## src/rtl/hack_cpu.sv

```systemverilog
`default_nettype none
// ============================================================================
// hack_cpu : multi-cycle Hack CPU sequencer with req/ready data memory port
// Revision : 1.0
// ============================================================================
module hack_cpu (
   input  logic        clk,
   input  logic        reset,
   output logic [14:0] rom_addr,
   input  logic [15:0] rom_data,
   output logic        mem_req,
   output logic        mem_we,
   output logic [14:0] mem_addr,
   output logic [15:0] mem_wdata,
   input  logic [15:0] mem_rdata,
   input  logic        mem_ready,
   output logic [15:0] alu_x,
   output logic [15:0] alu_y,
   output logic [5:0]  alu_ctl,
   input  logic [15:0] alu_out,
   input  logic        alu_zr,
   input  logic        alu_ng,
   output logic [15:0] a_reg,
   output logic [15:0] d_reg,
   output logic [14:0] pc,
   output logic        retire
);

   typedef enum logic [2:0] {
      ST_FETCH  = 3'd0,
      ST_EXEC   = 3'd1,
      ST_MREAD  = 3'd2,
      ST_ALU    = 3'd3,
      ST_MWRITE = 3'd4
   } state_t;

   state_t      state_q, state_d;
   logic [15:0] a_q, a_d;
   logic [15:0] d_q, d_d;
   logic [14:0] pc_q, pc_d;
   logic [12:0] ir_q, ir_d;
   logic [15:0] mreg_q, mreg_d;
   logic [14:0] waddr_q, waddr_d;
   logic [15:0] wdata_q, wdata_d;
   logic [14:0] pcn_q, pcn_d;

   logic [14:0] w_pc_inc;
   logic        w_jmp;

   assign w_pc_inc = pc_q + 15'd1;
   assign w_jmp    = (ir_q[2] & alu_ng) | (ir_q[1] & alu_zr) | (ir_q[0] & ~alu_ng & ~alu_zr);

   assign rom_addr = pc_q;
   assign alu_x    = d_q;
   assign alu_y    = ir_q[12] ? mreg_q : a_q;
   assign alu_ctl  = ir_q[11:6];
   assign a_reg    = a_q;
   assign d_reg    = d_q;
   assign pc       = pc_q;

   always_ff @(posedge clk or posedge reset) begin
      if (reset) begin
         state_q <= ST_FETCH;
         a_q     <= 16'd0;
         d_q     <= 16'd0;
         pc_q    <= 15'd0;
         ir_q    <= 13'd0;
         mreg_q  <= 16'd0;
         waddr_q <= 15'd0;
         wdata_q <= 16'd0;
         pcn_q   <= 15'd0;
      end else begin
         state_q <= state_d;
         a_q     <= a_d;
         d_q     <= d_d;
         pc_q    <= pc_d;
         ir_q    <= ir_d;
         mreg_q  <= mreg_d;
         waddr_q <= waddr_d;
         wdata_q <= wdata_d;
         pcn_q   <= pcn_d;
      end
   end

   always_comb begin
      state_d   = state_q;
      a_d       = a_q;
      d_d       = d_q;
      pc_d      = pc_q;
      ir_d      = ir_q;
      mreg_d    = mreg_q;
      waddr_d   = waddr_q;
      wdata_d   = wdata_q;
      pcn_d     = pcn_q;
      mem_req   = 1'b0;
      mem_we    = 1'b0;
      mem_addr  = 15'd0;
      mem_wdata = 16'd0;
      retire    = 1'b0;
      case (state_q)
         ST_FETCH: state_d = ST_EXEC;
         ST_EXEC: begin
            ir_d = rom_data[12:0];
            if (!rom_data[15]) begin
               a_d     = {1'b0, rom_data[14:0]};
               pc_d    = w_pc_inc;
               retire  = 1'b1;
               state_d = ST_FETCH;
            end else begin
               state_d = rom_data[12] ? ST_MREAD : ST_ALU;
            end
         end
         ST_MREAD: begin
            mem_req  = 1'b1;
            mem_addr = a_q[14:0];
            if (mem_ready) begin
               mreg_d  = mem_rdata;
               state_d = ST_ALU;
            end
         end
         ST_ALU: begin
            // Write address and jump target both take A from before this update
            if (ir_q[5]) a_d = alu_out;
            if (ir_q[4]) d_d = alu_out;
            waddr_d = a_q[14:0];
            wdata_d = alu_out;
            pcn_d   = w_jmp ? a_q[14:0] : w_pc_inc;
            if (ir_q[3]) begin
               state_d = ST_MWRITE;
            end else begin
               pc_d    = w_jmp ? a_q[14:0] : w_pc_inc;
               retire  = 1'b1;
               state_d = ST_FETCH;
            end
         end
         ST_MWRITE: begin
            mem_req   = 1'b1;
            mem_we    = 1'b1;
            mem_addr  = waddr_q;
            mem_wdata = wdata_q;
            if (mem_ready) begin
               pc_d    = pcn_q;
               retire  = 1'b1;
               state_d = ST_FETCH;
            end
         end
         default: state_d = ST_FETCH;
      endcase
   end

endmodule
`default_nettype wire

```

## config.mk

```make
export PLATFORM = sky130hd
export DESIGN_NAME = hack_cpu
export DESIGN_NICKNAME = d
export VERILOG_FILES = /design/src/rtl/hack_cpu.sv
export SDC_FILE = /design/constraint.sdc
export NUM_CORES = 1
export LEC_CHECK = 0
export ABC_AREA = 1
export BUFFER_PORTS_ARGS = -buffer_cell sky130_fd_sc_hd__buf_2
export CORE_AREA = 2 2 116 118
export DETAILED_ROUTE_END_ITERATION = 10
export DIE_AREA = 0 0 118 120
export PLACE_DENSITY = 0.86
export SETUP_SLACK_MARGIN = 0.1
export SYNTH_ARGS = -nofsm -noshare
export SYNTH_HDL_FRONTEND = slang
export SYNTH_SLANG_ARGS = --single-unit
```

## constraint.sdc

```tcl
create_clock -name clk -period 5.3 [get_ports clk]
set_clock_uncertainty 0.15 [all_clocks]
set_input_delay 1.06 -clock clk [delete_from_list [all_inputs] [get_ports clk]]
set_output_delay 1.06 -clock clk [all_outputs]
set_load 0.1 [all_outputs]
```

==> metrics.cfg <==
[clocking]
cts_made_buffers=17
cts-root-buf=clkbuf_16
cts.sinks=125
cts-resized-gates=0
cts_hold_buf=0
insertion_delay_ns=0.41
post_cts_buffers=0
cts_buffer_depth=2
clkSlewWorstSetupHoldPaths_ns=0.05
htreeDepth=4
cts_tree=built

[synth]
synthesis.area_um2=6300
netlist-cell-type-count=33
seq_area_frac_synth_pct=49.6
post_synth.cell_area_avg_um2=8.50
yosys-top-cells-area=dfrtp_1, nand2_1, o21ai_0, buf_4, inv_1
yosysWarnings=0
yosysTopAreaCell=dfrtp_1
synthesis.instances=741
netlist.area_leader.share_pct=49.6
synth_edf_count=0
ys.flop_type=dfrtp_1
syn_nets=795
synthArstFlopShare_pct=100
ys_ff_latch=125

[setup_path]
r2r-start=state_q[0]
crit_type=flop to output pin
startpoint=state_q[0]
cp-start-kind=flop
crit_arrival_ns=3.00
worstPathRequired_ns=4.09
cp_slowest_cell=inv_4
cpLargestDelayFamily=buffers and inverters
path_cells=nand3_4 > inv_4 > nand2_1 > nand3_2 > buf_2
end_kind=output pin
path_buf_inv=2
path_max_fanout=59
slowest_delay_ns=0.58

[final_layout]
drive_gt1_share_pct=29.4
synthToLayoutAreaGrowth_pct=20.8
nNetsFinal=933
final_cells=1068

[global_routing]
grt_max_degree=115
grt_overflow=0
track_usage_pct=23.6
grt_pass1_vias=5273
antenna_found_initial=0
grt_pass1_wl_um=26000

[die]
initial_core_util_pct=48.5
die_y_um=120
die_area_um2=14200
fp.coreArea_um2=13000
die_x_um=118
io_pins=187
rows=42

[placed_design]
io_buffers=186
dp.cells=1036
gp_congestion=0.847
hpwl_um=11400

[min_path]
hp-start=ir_q[0]
hold_path.class=flop to flop

[drt]
postRouteAntennaNets=0
vias_per_cell=5.05
drc=0
wl_per_cell_um=15.3
firstDrtPassIters=6
via_count=5393
drt-initial-drc-count=426
wirelength_um=16300

[timing]
min_period_ns=4.21
relSlewSlack_pct=31.0
fmax_ghz=0.238
finalHoldViolCount=0
setup_tns_ns=0
setup_viol=0
rsz0062_at_grt=false
min_period_over_period_pct=79.4
drv_slew=0
worst_pin_slew_ns=1.03

[status]
status=finished clean

[job]
max-cap-violations=0

==> layout by cell type (no fill, tap or decap), drive strengths merged <==
| cell type | Yosys | final |
|---|---|---|
| o22ai | 4 | 4 |
| a31oi | 2 | 2 |
| xnor2 | 3 | 3 |
| o211ai | 2 | 2 |
| nor2 | 59 | 59 |
| nand2 | 172 | 172 |
| bufinv | 0 | 3 |
| inv | 83 | 83 |
| buf | 54 | 188 |
| clkinv | 1 | 7 |
| mux2 | 31 | 31 |
| dfrtp | 125 | 125 |
| nand4 | 5 | 5 |
| clkbuf | 15 | 20 |
| ha | 1 | 1 |
| clkinvlp | 0 | 2 |
| diode | 0 | 1 |
| nand3 | 20 | 20 |
| o21ai | 125 | 125 |
| xor2 | 4 | 4 |
| a21oi | 33 | 33 |
| nor3 | 2 | 2 |
==> cells in the mapped netlist (2+ instances only) <==
master and instances:
a21oi_1 33, a31oi_1 2, buf_2 4, buf_4 42, buf_6 7, clkbuf_1 14, dfrtp_1 125, inv_1 78
inv_2 4, mux2_2 13, mux2_4 18, nand2_1 169, nand2_2 2, nand3_1 18, nand4_1 5, nor2_1 58
o211ai_1 2, o21ai_0 105, o21ai_1 20, o22ai_1 4, xnor2_1 3, xor2_1 4
==> cell families (layout without fill, tap and decap cells) <==
kind of cell / after synthesis / count (layout) / synth area share, %
flip-flops: 125 / 125 / 49.6
buffers and inverters: 153 / 303 / 12.6
AND/OR/NAND/NOR: 258 / 258 / 16.6
other: 0 / 1 / 0
AO/OA/AOI/OAI: 166 / 166 / 13.4
adder cells (fa/ha/maj): 1 / 1 / 0.199
XOR/XNOR: 7 / 7 / 0.973
multiplexers: 31 / 31 / 6.61
==> through the flow <==
step | util [%] | area (um^2) | setup WS, ns | hold slack (ns)
4_1_cts | 58.6 | 7610 | 1.09 | 0.334
2_1_floorplan | - | 6300 | 0.762 | 0.299
3_5_place_dp | 54.0 | 7010 | 1.53 | 0.322
3_3_place_gp | 54.0 | 7010 | 1.55 | 0.312
5_1_grt | 58.6 | 7610 | 0.829 | 0.345
6_report | 58.6 | 7610 | 1.09 | 0.334
==> tightest hold or removal path: stages (launching register included) <==
cell and delay (ns):
dfrtp_1 0.34, nand2_1 0.05, o21ai_0 0.06
==> worst paths after layout <==
kind                              end  slack [ns]  cells after the start
max                            retire        1.09                      5
min                           ir_q[0]        0.33                      2
max reg2reg                 a_reg[15]        2.37                      6
min reg2reg                   ir_q[0]        0.33                      2
max in group asynchronous   alu_x[14]        3.77                      3
min in group asynchronous  wdata_q[2]        0.40                      2
==> cell type report <==
type | instances | area, um^2
Fill cell | 1160 | 5370
Sequential cell | 125 | 3130
Multi-Input combinational cell | 463 | 2380
Timing Repair Buffer | 188 | 958
Clock buffer | 20 | 457
Inverter | 84 | 320
Tap cell | 176 | 220
Clock inverter | 11 | 143
Antenna cell | 1 | 2.50
==> routing by layer <==
metal,GRT usage (%),part of all wire [%],vias up
met5,0,0,-
met4,8.73,2.1,0
met3,6.94,7.8,28
met2,38.3,47,250
met1,30.0,43,2497
li1,-,-,2618
Power is not shown: default switching activity piles up to over one toggle a cycle in this logic, so the estimate is an artifact.
